## src/rtl/viterbi_pkg.sv

```systemverilog
// Shared constants, controller state type and trellis helpers for the
// hard-decision rate-1/2 Viterbi decoder (K=3 and K=4 codes).
package viterbi_pkg;

  localparam int NUM_STATES   = 8;
  localparam int DEF_TB_DEPTH = 16;
  localparam int DEF_PM_W     = 6;
  localparam int INIT_METRIC  = 8;

  // Generator MSB taps the current input bit; lower bits tap older inputs.
  localparam logic [2:0] G0_K3 = 3'b111;
  localparam logic [2:0] G1_K3 = 3'b101;
  localparam logic [3:0] G0_K4 = 4'b1111;
  localparam logic [3:0] G1_K4 = 4'b1101;

  typedef enum logic [1:0] {
    ST_IDLE = 2'd0,
    ST_FILL = 2'd1,
    ST_RUN  = 2'd2
  } ctl_state_t;

  // Encoder output for input bit u leaving state pred (most recent bit is MSB).
  function automatic logic [1:0] branch_sym(input logic k4, input logic [2:0] pred,
                                            input logic u);
    logic [3:0] r4;
    logic [2:0] r3;
    r4 = {u, pred};
    r3 = {u, pred[1:0]};
    if (k4) branch_sym = {^(r4 & G0_K4), ^(r4 & G1_K4)};
    else    branch_sym = {^(r3 & G0_K3), ^(r3 & G1_K3)};
  endfunction

  function automatic logic [1:0] hamming2(input logic [1:0] a, input logic [1:0] b);
    logic [1:0] x;
    x = a ^ b;
    hamming2 = {x[1] & x[0], x[1] ^ x[0]};
  endfunction

endpackage

```

## src/rtl/viterbi_acs.sv

```systemverilog
// Add-compare-select for one trellis state; modular metrics compared by
// the sign of their difference, predecessor 0 wins ties.
module viterbi_acs
  import viterbi_pkg::*;
#(
  parameter int PM_W = DEF_PM_W
) (
  input  logic [PM_W-1:0] pm0,
  input  logic [PM_W-1:0] pm1,
  input  logic [1:0]      bm0,
  input  logic [1:0]      bm1,
  output logic [PM_W-1:0] pm_new,
  output logic            dec
);

  logic [PM_W-1:0] cand0;
  logic [PM_W-1:0] cand1;
  logic [PM_W-1:0] diff;

  always_comb begin
    cand0  = pm0 + {{(PM_W-2){1'b0}}, bm0};
    cand1  = pm1 + {{(PM_W-2){1'b0}}, bm1};
    diff   = cand1 - cand0;
    dec    = diff[PM_W-1];
    pm_new = dec ? cand1 : cand0;
  end

endmodule

```

## src/rtl/viterbi_decoder.sv

```systemverilog
// Hard-decision Viterbi decoder, K=3/K=4 selectable, register-exchange
// survivors of depth TB_DEPTH, one decoded bit per accepted symbol.
module viterbi_decoder
  import viterbi_pkg::*;
#(
  parameter int TB_DEPTH = DEF_TB_DEPTH,
  parameter int PM_W     = DEF_PM_W
) (
  input  logic            clk,
  input  logic            rst_n,
  input  logic            start,
  input  logic            in_valid,
  input  logic [1:0]      encoded_sym,
  input  logic            choose_constraint_length,
  output logic            out_valid,
  output logic            decoded_bit,
  output logic [PM_W-1:0] best_metric,
  output ctl_state_t      dbg_state
);

  // Valid-only stream: a symbol is accepted on a rising edge with in_valid=1
  // and start=0; out_valid is a one-cycle pulse; no backpressure either way.

  localparam int              CNT_W     = $clog2(TB_DEPTH + 1);
  localparam logic [CNT_W-1:0] FILL_LAST = CNT_W'(TB_DEPTH - 1);
  localparam logic [PM_W-1:0]  INIT_PM   = PM_W'(INIT_METRIC);

  ctl_state_t          state_q, state_d;
  logic [CNT_W-1:0]    fill_q, fill_d;
  logic                k4_q;
  logic                mode_k4;
  logic                accept;
  logic                emit;
  logic [PM_W-1:0]     pm_q   [NUM_STATES];
  logic [PM_W-1:0]     pm_n   [NUM_STATES];
  logic [TB_DEPTH-1:0] hist_q [NUM_STATES];
  logic [TB_DEPTH-1:0] hist_n [NUM_STATES];
  logic [2:0]          best_idx;

  function automatic logic pm_less(input logic [PM_W-1:0] a, input logic [PM_W-1:0] b);
    logic [PM_W-1:0] d;
    d = a - b;
    return d[PM_W-1];
  endfunction

  assign accept    = in_valid & ~start;
  // The first symbol is decoded with the live mode input; later ones use the latch.
  assign mode_k4   = (state_q == ST_IDLE) ? choose_constraint_length : k4_q;
  assign dbg_state = state_q;

  always_comb begin
    state_d = state_q;
    fill_d  = fill_q;
    emit    = 1'b0;
    if (start) begin
      state_d = ST_IDLE;
      fill_d  = '0;
    end else if (in_valid) begin
      case (state_q)
        ST_IDLE, ST_FILL: begin
          fill_d = fill_q + CNT_W'(1);
          if (fill_q == FILL_LAST) begin
            state_d = ST_RUN;
            emit    = 1'b1;
          end else begin
            state_d = ST_FILL;
          end
        end
        default: emit = 1'b1;
      endcase
    end
  end

  for (genvar s = 0; s < NUM_STATES; s++) begin : g_state
    localparam logic [2:0] SI    = 3'(s);
    localparam bit         UPPER = (s >= 4);

    logic [2:0]      p0_idx, p1_idx;
    logic            u_bit;
    logic [1:0]      bm0, bm1;
    logic [PM_W-1:0] acs_pm;
    logic            acs_dec;

    // Predecessors differ only in the dropped (oldest) state bit.
    always_comb begin
      if (mode_k4) begin
        p0_idx = {SI[1:0], 1'b0};
        p1_idx = {SI[1:0], 1'b1};
        u_bit  = SI[2];
      end else begin
        p0_idx = {1'b0, SI[0], 1'b0};
        p1_idx = {1'b0, SI[0], 1'b1};
        u_bit  = SI[1];
      end
      bm0 = hamming2(encoded_sym, branch_sym(mode_k4, p0_idx, u_bit));
      bm1 = hamming2(encoded_sym, branch_sym(mode_k4, p1_idx, u_bit));
    end

    viterbi_acs #(.PM_W(PM_W)) u_acs (
      .pm0    (pm_q[p0_idx]),
      .pm1    (pm_q[p1_idx]),
      .bm0    (bm0),
      .bm1    (bm1),
      .pm_new (acs_pm),
      .dec    (acs_dec)
    );

    assign pm_n[s]   = (UPPER && !mode_k4) ? {PM_W{1'b1}} : acs_pm;
    assign hist_n[s] = acs_dec ? {hist_q[p1_idx][TB_DEPTH-2:0], u_bit}
                               : {hist_q[p0_idx][TB_DEPTH-2:0], u_bit};
  end

  // Lowest index wins ties; states 4-7 are excluded in K=3 mode.
  always_comb begin
    best_idx = '0;
    for (int i = 1; i < NUM_STATES; i++) begin
      if ((mode_k4 || i < 4) && pm_less(pm_n[i], pm_n[best_idx])) best_idx = 3'(i);
    end
  end

  always_ff @(posedge clk or negedge rst_n) begin
    if (!rst_n) begin
      state_q     <= ST_IDLE;
      fill_q      <= '0;
      k4_q        <= 1'b0;
      out_valid   <= 1'b0;
      decoded_bit <= 1'b0;
      best_metric <= '0;
      for (int i = 0; i < NUM_STATES; i++) begin
        pm_q[i]   <= (i == 0) ? '0 : INIT_PM;
        hist_q[i] <= '0;
      end
    end else begin
      state_q   <= state_d;
      fill_q    <= fill_d;
      out_valid <= emit;
      if (state_q == ST_IDLE && accept) k4_q <= choose_constraint_length;
      if (start) begin
        decoded_bit <= 1'b0;
        best_metric <= '0;
        for (int i = 0; i < NUM_STATES; i++) begin
          pm_q[i]   <= (i == 0) ? '0 : INIT_PM;
          hist_q[i] <= '0;
        end
      end else if (in_valid) begin
        best_metric <= pm_n[best_idx];
        if (emit) decoded_bit <= hist_n[best_idx][TB_DEPTH-1];
        for (int i = 0; i < NUM_STATES; i++) begin
          pm_q[i]   <= pm_n[i];
          hist_q[i] <= hist_n[i];
        end
      end
    end
  end

endmodule

```

## config.mk

```make
export PLATFORM = sky130hd
export DESIGN_NAME = viterbi_decoder
export DESIGN_NICKNAME = d
export VERILOG_FILES = /design/src/rtl/viterbi_pkg.sv /design/src/rtl/viterbi_acs.sv /design/src/rtl/viterbi_decoder.sv
export SDC_FILE = /design/constraint.sdc
export NUM_CORES = 1
export LEC_CHECK = 0
export CORE_ASPECT_RATIO = 0.6
export CORE_MARGIN = 2
export CORE_UTILIZATION = 50
export DETAILED_ROUTE_END_ITERATION = 16
export GPL_ROUTABILITY_DRIVEN = 0
export GPL_TIMING_DRIVEN = 0
export HOLD_SLACK_MARGIN = 0.05
export PLACE_DENSITY = 0.65
export SYNTH_ARGS = -nofsm -noshare
export SYNTH_HDL_FRONTEND = slang
export SYNTH_SLANG_ARGS = --single-unit
```

## constraint.sdc

```tcl
create_clock -name clk -period 26.5 [get_ports clk]
set_input_delay 5.3 -clock clk [delete_from_list [all_inputs] [get_ports clk]]
set_output_delay 5.3 -clock clk [all_outputs]
set_load 0.01 [all_outputs]
```

==> qor.csv, run 1 <==
stage;metric;value;unit
drt;top_layer;met5;
clocking;cts.path.max_buffers;2;
drt;wl_met1;27.32;mm
setup_path;critical_path.slowest_cell;clkdlybuf4s50_1;
setup_path;setup.worst_path.start_class;input port;
hold_path;worstHoldPathType;register to register;
yosys;syn_inst;1907;
die;die_w;233.1;microns
global_route;grt_overflow;0;
setup_path;slowest_delay;550;ps
drt;viasPerCell;6.578;
yosys;syn_area;15740;sq um
timing;hold_viol;0;
yosys;synth-async-reset-ratio;100.0;%
yosys;synth_area_leader_cell;dfrtp_1;
timing;maxSlewViolCount;6;
drt;route.met2.wl;21.44;mm
global_route;antenna_found_initial;0;
drt;dr_wl_met3;11.40;mm
yosys;yosysTopAreaCellShare;26.55;%
timing;max_slew_margin;-5.920;%
yosys;yosys-top-cells-area;dfrtp_1, mux2i_1, ha_1;
drt;first_iter_violations;2254;
global_route;grt_start_max_net_pins;90;
die;dieHeight;141.4;microns
finish;layout_common_cells;nor2_1, nand2_1, mux2i_1;
finish;syn_to_final_growth;9.944;%
yosys;synth_enable_flop_cells;0;
clocking;cts_tree;yes;
yosys;synth_nets;2022;
finish;multiInputGateArea;10870;sq um
clocking;clock_latency;460;ps
clocking;cts_root_buf;clkbuf_16;
setup_path;criticalPathCategory;input port to register;
clocking;cts_buffers;17;
place;place.port_buffers;15;
setup_path;cpMostUsedCell;a21o_1;
die;coreArea;31090;sq um
die;pin_count;17;
drt;drtPass1Iterations;7;
clocking;clk_pin_slew;70;ps
place;place_area;16440;sq um
status;violations;capacitance limit, slew limit;
setup_path;cp.arrival;26280;ps
timing;period_needed;25960;ps
drt;routedWlPerCell;25.85;microns
yosys;yosysWarnings;0;
drt;vias;15640;
finish;seq_area;4363;sq um
place;dp_hpwl;47.86;mm
timing;finalSetupViolations;0;
yosys;ys_seq_area_share;27.72;%
setup_path;path_max_fanout;10;
status;status;finished with violations;
die;num_rows;50;
drt;drc;0;
drt;ant_nets;0;
global_route;grt_pass1_wl;90.15;mm
clocking;cts-htree-levels;4;
finish;mostFrequentLayoutCell;nor2_1;
finish;postLayoutCellArea;17310;sq um
yosys;synth.distinct_cells;94;
job;maxCapViolCount;3;
drt;routed_wl;61.45;mm
finish;drive_gt1_share;8.214;%
die;initial_utilization;50.62;%
yosys;ys.flop_type;dfrtp_1;
timing;period_share;97.95;%
finish;fin_nets;2062;
finish;fill_cells;2848;
global_route;grt_pass1_vias;14100;
timing;worst-slew-pin-transition;1579;ps
setup_path;endpoint_kind;register;
yosys;synth_seq_cells;174;
global_route;grtUsageTotal;37.28;%
timing;max_freq;38.53;MHz
clocking;clock-sinks;174;
yosys;syn_area_per_cell;8.254;sq um
setup_path;crit_required;26830;ps
timing;skew;10.94;ps
die;die_area;32960;sq um
timing;holdWs;505.3;ps
## final timing paths
path / start / end / slack (ps) / cells after the start
max reg2reg: dbg_state[1] / best_metric[0] / 5300 / 89
min in group asynchronous: rst_n / hist_q[123] / 4820 / 1
min reg2reg: best_metric[0] / best_metric[0] / 510 / 2
min: best_metric[0] / best_metric[0] / 510 / 2
max in group asynchronous: rst_n / hist_q[30] / 20760 / 2
max: choose_constraint_length / best_metric[0] / 540 / 89
## critical path, delay by kind of cell
| kind | cells | cell delay (ps) |
|---|---|---|
| AO/OA/AOI/OAI | 36 | 8360 |
| buffers and inverters | 16 | 4830 |
| XOR/XNOR | 5 | 1300 |
| multiplexers | 2 | 680 |
| adder cells (fa/ha/maj) | 9 | 2380 |
| AND/OR/NAND/NOR | 21 | 3360 |
## sequential cells by signal (all words and copies together), names as in the netlist
register	count
decoded_bit	1
hist_q	110
dbg_state	2
fill_q	5
best_metric	6
k4_q	1
out_valid	1
pm_q	48
## through the flow
step | setup WS [ps] | cells | TNS, ps | util (%)
3_3_place_gp | -4343 | 2338 | -29870 | 52.78
4_1_cts | 10.08 | 2371 | 0 | 55.05
6_report | 544.4 | 2377 | 0 | 55.66
2_1_floorplan | 3006 | 1907 | 0 | -
5_1_grt | -10.91 | 2376 | -10.91 | 55.65
3_5_place_dp | -4620 | 2339 | -31810 | 52.89
## cell type report
| cell class | instances | share of cell area, % |
|---|---|---|
| Multi-Input combinational cell | 1553 | 62.79 |
| Sequential cell | 174 | 25.21 |
| Tap cell | 416 | 3.008 |
| Buffer | 122 | 2.993 |
| Clock buffer | 21 | 2.719 |
| Timing Repair Buffer | 23 | 1.359 |
| Inverter | 56 | 1.215 |
| Clock inverter | 11 | 0.6869 |
| Antenna cell | 1 | 0.01446 |
## Yosys cell counts (5+ instances only)
cell type	number
and2_1	11
o2111ai_1	7
a211oi_1	101
dfrtp_1	167
o21ai_1	8
or2_2	5
o21ai_0	54
nand4_1	10
a21boi_0	5
o221ai_1	5
o31ai_1	9
a31oi_1	39
ha_1	100
a311oi_1	7
inv_1	55
xnor2_1	61
nor3_1	14
nand3_1	31
buf_1	17
a21oi_1	105
xor2_1	41
nor2_1	256
nand2b_1	23
a211o_1	10
nand2_1	227
dfstp_2	7
clkbuf_1	99
fa_1	8
buf_2	6
mux2_2	30
mux2i_1	184
nor2b_1	36
a21o_1	30
o211ai_1	12
and3_1	32
## kinds of logic (layout without fill, tap and decap cells)
| group | Yosys count | in the layout | synth area share (%) |
|---|---|---|---|
| AND/OR/NAND/NOR | 673 | 673 | 19.03 |
| multiplexers | 216 | 216 | 14.04 |
| buffers and inverters | 180 | 233 | 4.388 |
| flip-flops | 174 | 174 | 27.72 |
| other | 0 | 1 | 0 |
| adder cells (fa/ha/maj) | 108 | 108 | 8.967 |
| AO/OA/AOI/OAI | 449 | 449 | 19.54 |
| XOR/XNOR | 107 | 107 | 6.320 |
## metal layers
layer,global-route usage [%],vias to the layer above
li1,-,6878
met1,56.55,7529
met2,44.16,1108
met3,19.98,116
met4,8.079,6
met5,4.018,-
## timing repair
| action | in CTS | in global routing |
|---|---|---|
| endpoints found under the setup margin | 7 | 7 |
| pin swaps | 0 | 5 |
| resized for setup | 30 | 43 |
| hold buffers | 0 | 0 |
| setup buffers | 1 | 6 |
Power of run 1 is not shown: default switching activity piles up to over one toggle a cycle in this logic, so the estimate is an artifact.
==> inputs of run 2 (changes only) <==
CORE_UTILIZATION = 40   (was 50)
PLACE_DENSITY = 0.54   (was 0.65)
clock period = 28.9 ns   (was 26.5 ns; I/O delays follow)
==> run 2 against run 1 <==
- die area increased by 24%
- sequential share of layout area about the same
- first-iteration DRC count decreased by 5.7%
- setup slack improved by 210 ps
- non-clock buffer count decreased by 5
- register-to-register slack improved by 690 ps
- flip-flop and latch count unchanged
- the flow still finishes with violations (capacitance limit, slew limit)
==> qor.csv, run 2 (synthesis gave the netlist of run 1 again) <==
stage;metric;value;unit;change
status;status;finished with violations;;
status;violations;capacitance limit, slew limit;;
drt;drtPass1Iterations;6;;-1
finish;antennaDiodeCount;0;;-1
clocking;cts_buffers;17;;unchanged
hold_path;worstHoldPathType;register to register;;
finish;layout_common_cells;nor2_1, nand2_1, mux2i_1;;
die;die_area;41010;sq um;+24%
global_route;antenna_found_initial;0;;unchanged
setup_path;crit_required;29290;ps;+2460 ps
global_route;grt_pass1_vias;14260;;+1.2%
timing;max_slew_margin;-5.449;%;+0.47 points
timing;rsz0062_at_grt;no;;
place;dp_hpwl;51.48;mm;+7.6%
job;maxCapViolCount;2;;-1
finish;syn_to_final_growth;9.873;%;about the same
setup_path;critical_path.slowest_cell;o21ai_0;;
timing;finalSetupViolations;0;;unchanged
place;place.port_buffers;15;;unchanged
finish;largest_register_ffs;110;;unchanged
die;num_rows;56;;+12%
clocking;cts_root_buf;clkbuf_16;;
drt;vias;15380;;-1.6%
clocking;cts_tree;yes;;
clocking;clk_pin_slew;70;ps;about the same
drt;drc;0;;unchanged
finish;fin_nets;2057;;-0.24%
drt;ant_nets;0;;unchanged
finish;drive_gt1_share;7.212;%;-1.0 points
finish;multiInputGateArea;10780;sq um;-0.78%
timing;period_share;97.40;%;
die;coreArea;38960;sq um;+25%
timing;maxSlewViolCount;7;;+1
die;dieHeight;157.7;microns;+11%
timing;hold_viol;0;;unchanged
setup_path;critPathBufInv;13;;-3
timing;setup-tns-final;0;ps;unchanged
drt;routedWlPerCell;26.19;microns;+1.3%
setup_path;endpoint_kind;register;;
clocking;clock_latency;450;ps;about the same
clocking;cts.path.max_buffers;2;;unchanged
setup_path;cpMostUsedCell;a21o_1;;
finish;fill_cells;3959;;+39%
die;pin_count;17;;unchanged
setup_path;cp.arrival;28540;ps;+2260 ps
setup_path;slowest_delay;1020;ps;+470 ps
timing;period_needed;28150;ps;
timing;max_freq;35.53;MHz;
timing;worst-slew-pin-transition;1538;ps;-41.52 ps
finish;finalCoreUtilization;44.39;%;-11 points
global_route;grt_overflow;0;;unchanged
drt;routed_wl;64.87;mm;+5.6%
clocking;cts-htree-levels;4;;unchanged
global_route;grt_start_max_net_pins;97;;+7.8%
global_route;grtUsageTotal;31.97;%;-5.3 points
setup_path;criticalPathCategory;input port to register;;
finish;top_regs;hist_q x110, pm_q x48, best_metric x6;;
drt;viasPerCell;6.210;;-5.6%
drt;first_iter_violations;2126;;-5.7%
die;die_w;260.1;microns;+12%
finish;regMostFlops;hist_q;;
clocking;clock-sinks;174;;unchanged
global_route;grt_pass1_wl;95.36;mm;+5.8%
die;initial_utilization;40.40;%;-10 points
finish;mostFrequentLayoutCell;nor2_1;;
timing;skew;13.46;ps;+2.511 ps
setup_path;crit_family;compound AO/OA/AOI/OAI gates;;
finish;seq_area;4363;sq um;unchanged
setup_path;path_max_fanout;19;;+9
setup_path;setup.worst_path.start_class;input port;;
[run 2: changes by cell type in the layout (fill, tap and decap cells not counted), sizes merged]
cell,change
clkinv,+1
buf,-1
diode,-1
inv,-1
clkbuf,-6
clkinvlp,+1
bufinv,+1
[run 2: layer usage]
metal / wire length, microns / vias up / track usage [%]
met3: 10400 / 54 / 16.91
met4: 702 / 2 / 5.224
li1: - / 6873 / -
met2: 21980 / 879 / 36.84
met1: 31760 / 7575 / 50.01
met5: 25 / - / 0
[run 2: timing repair]
action,CTS,global route
setup buffers,0,2
hold buffers,0,0
gates resized for setup,16,28
setup endpoints to repair,7,7
[run 2: through the flow]
step,std cells,worst slack [ps],cell area [sq um],hold WS [ps]
floorplan,1907,4926,15740,466.1
CTS,2477,101.3,17220,505.2
global route,2477,54.18,17290,521.6
detailed placement,2445,-3401,16580,486.2
finish,2477,752.0,17290,507.7
global placement,2444,-3290,16540,470.9
[run 2: cell type report]
cell class                 count  area share [%]
multi-input combinational   1553           62.34
sequential                   174           25.23
tap                          522           3.777
buffer                       122           2.865
clock buffer                  19           2.561
inverter                      56           1.215
timing repair buffer          18           1.143
clock inverter                13          0.8682
[run 2: path summary, 6_finish.rpt]
path | startpoint | endpoint | slack (ps) | cells after the start
max in group asynchronous | rst_n | pm_q[9] | 22640 | 2
hold / removal | hist_q[0] | hist_q[0] | 510 | 2
min in group asynchronous | rst_n | hist_q[122] | 5300 | 1
setup / recovery | choose_constraint_length | best_metric[2] | 750 | 84
setup reg to reg | dbg_state[1] | best_metric[2] | 5990 | 84
hold reg to reg | hist_q[0] | hist_q[0] | 510 | 2
[run 2: worst register-to-register path: cells and delay by family (launching register included)]
| family | cells | cell delay [ps] |
|---|---|---|
| mux | 2 | 680 |
| fa+ha+maj | 9 | 2560 |
| buf+inv | 13 | 4500 |
| compound gates | 35 | 9420 |
| xor+xnor | 5 | 1520 |
| flops | 1 | 420 |
| simple gates | 20 | 3730 |
Power of run 2 is left out for the same reason.
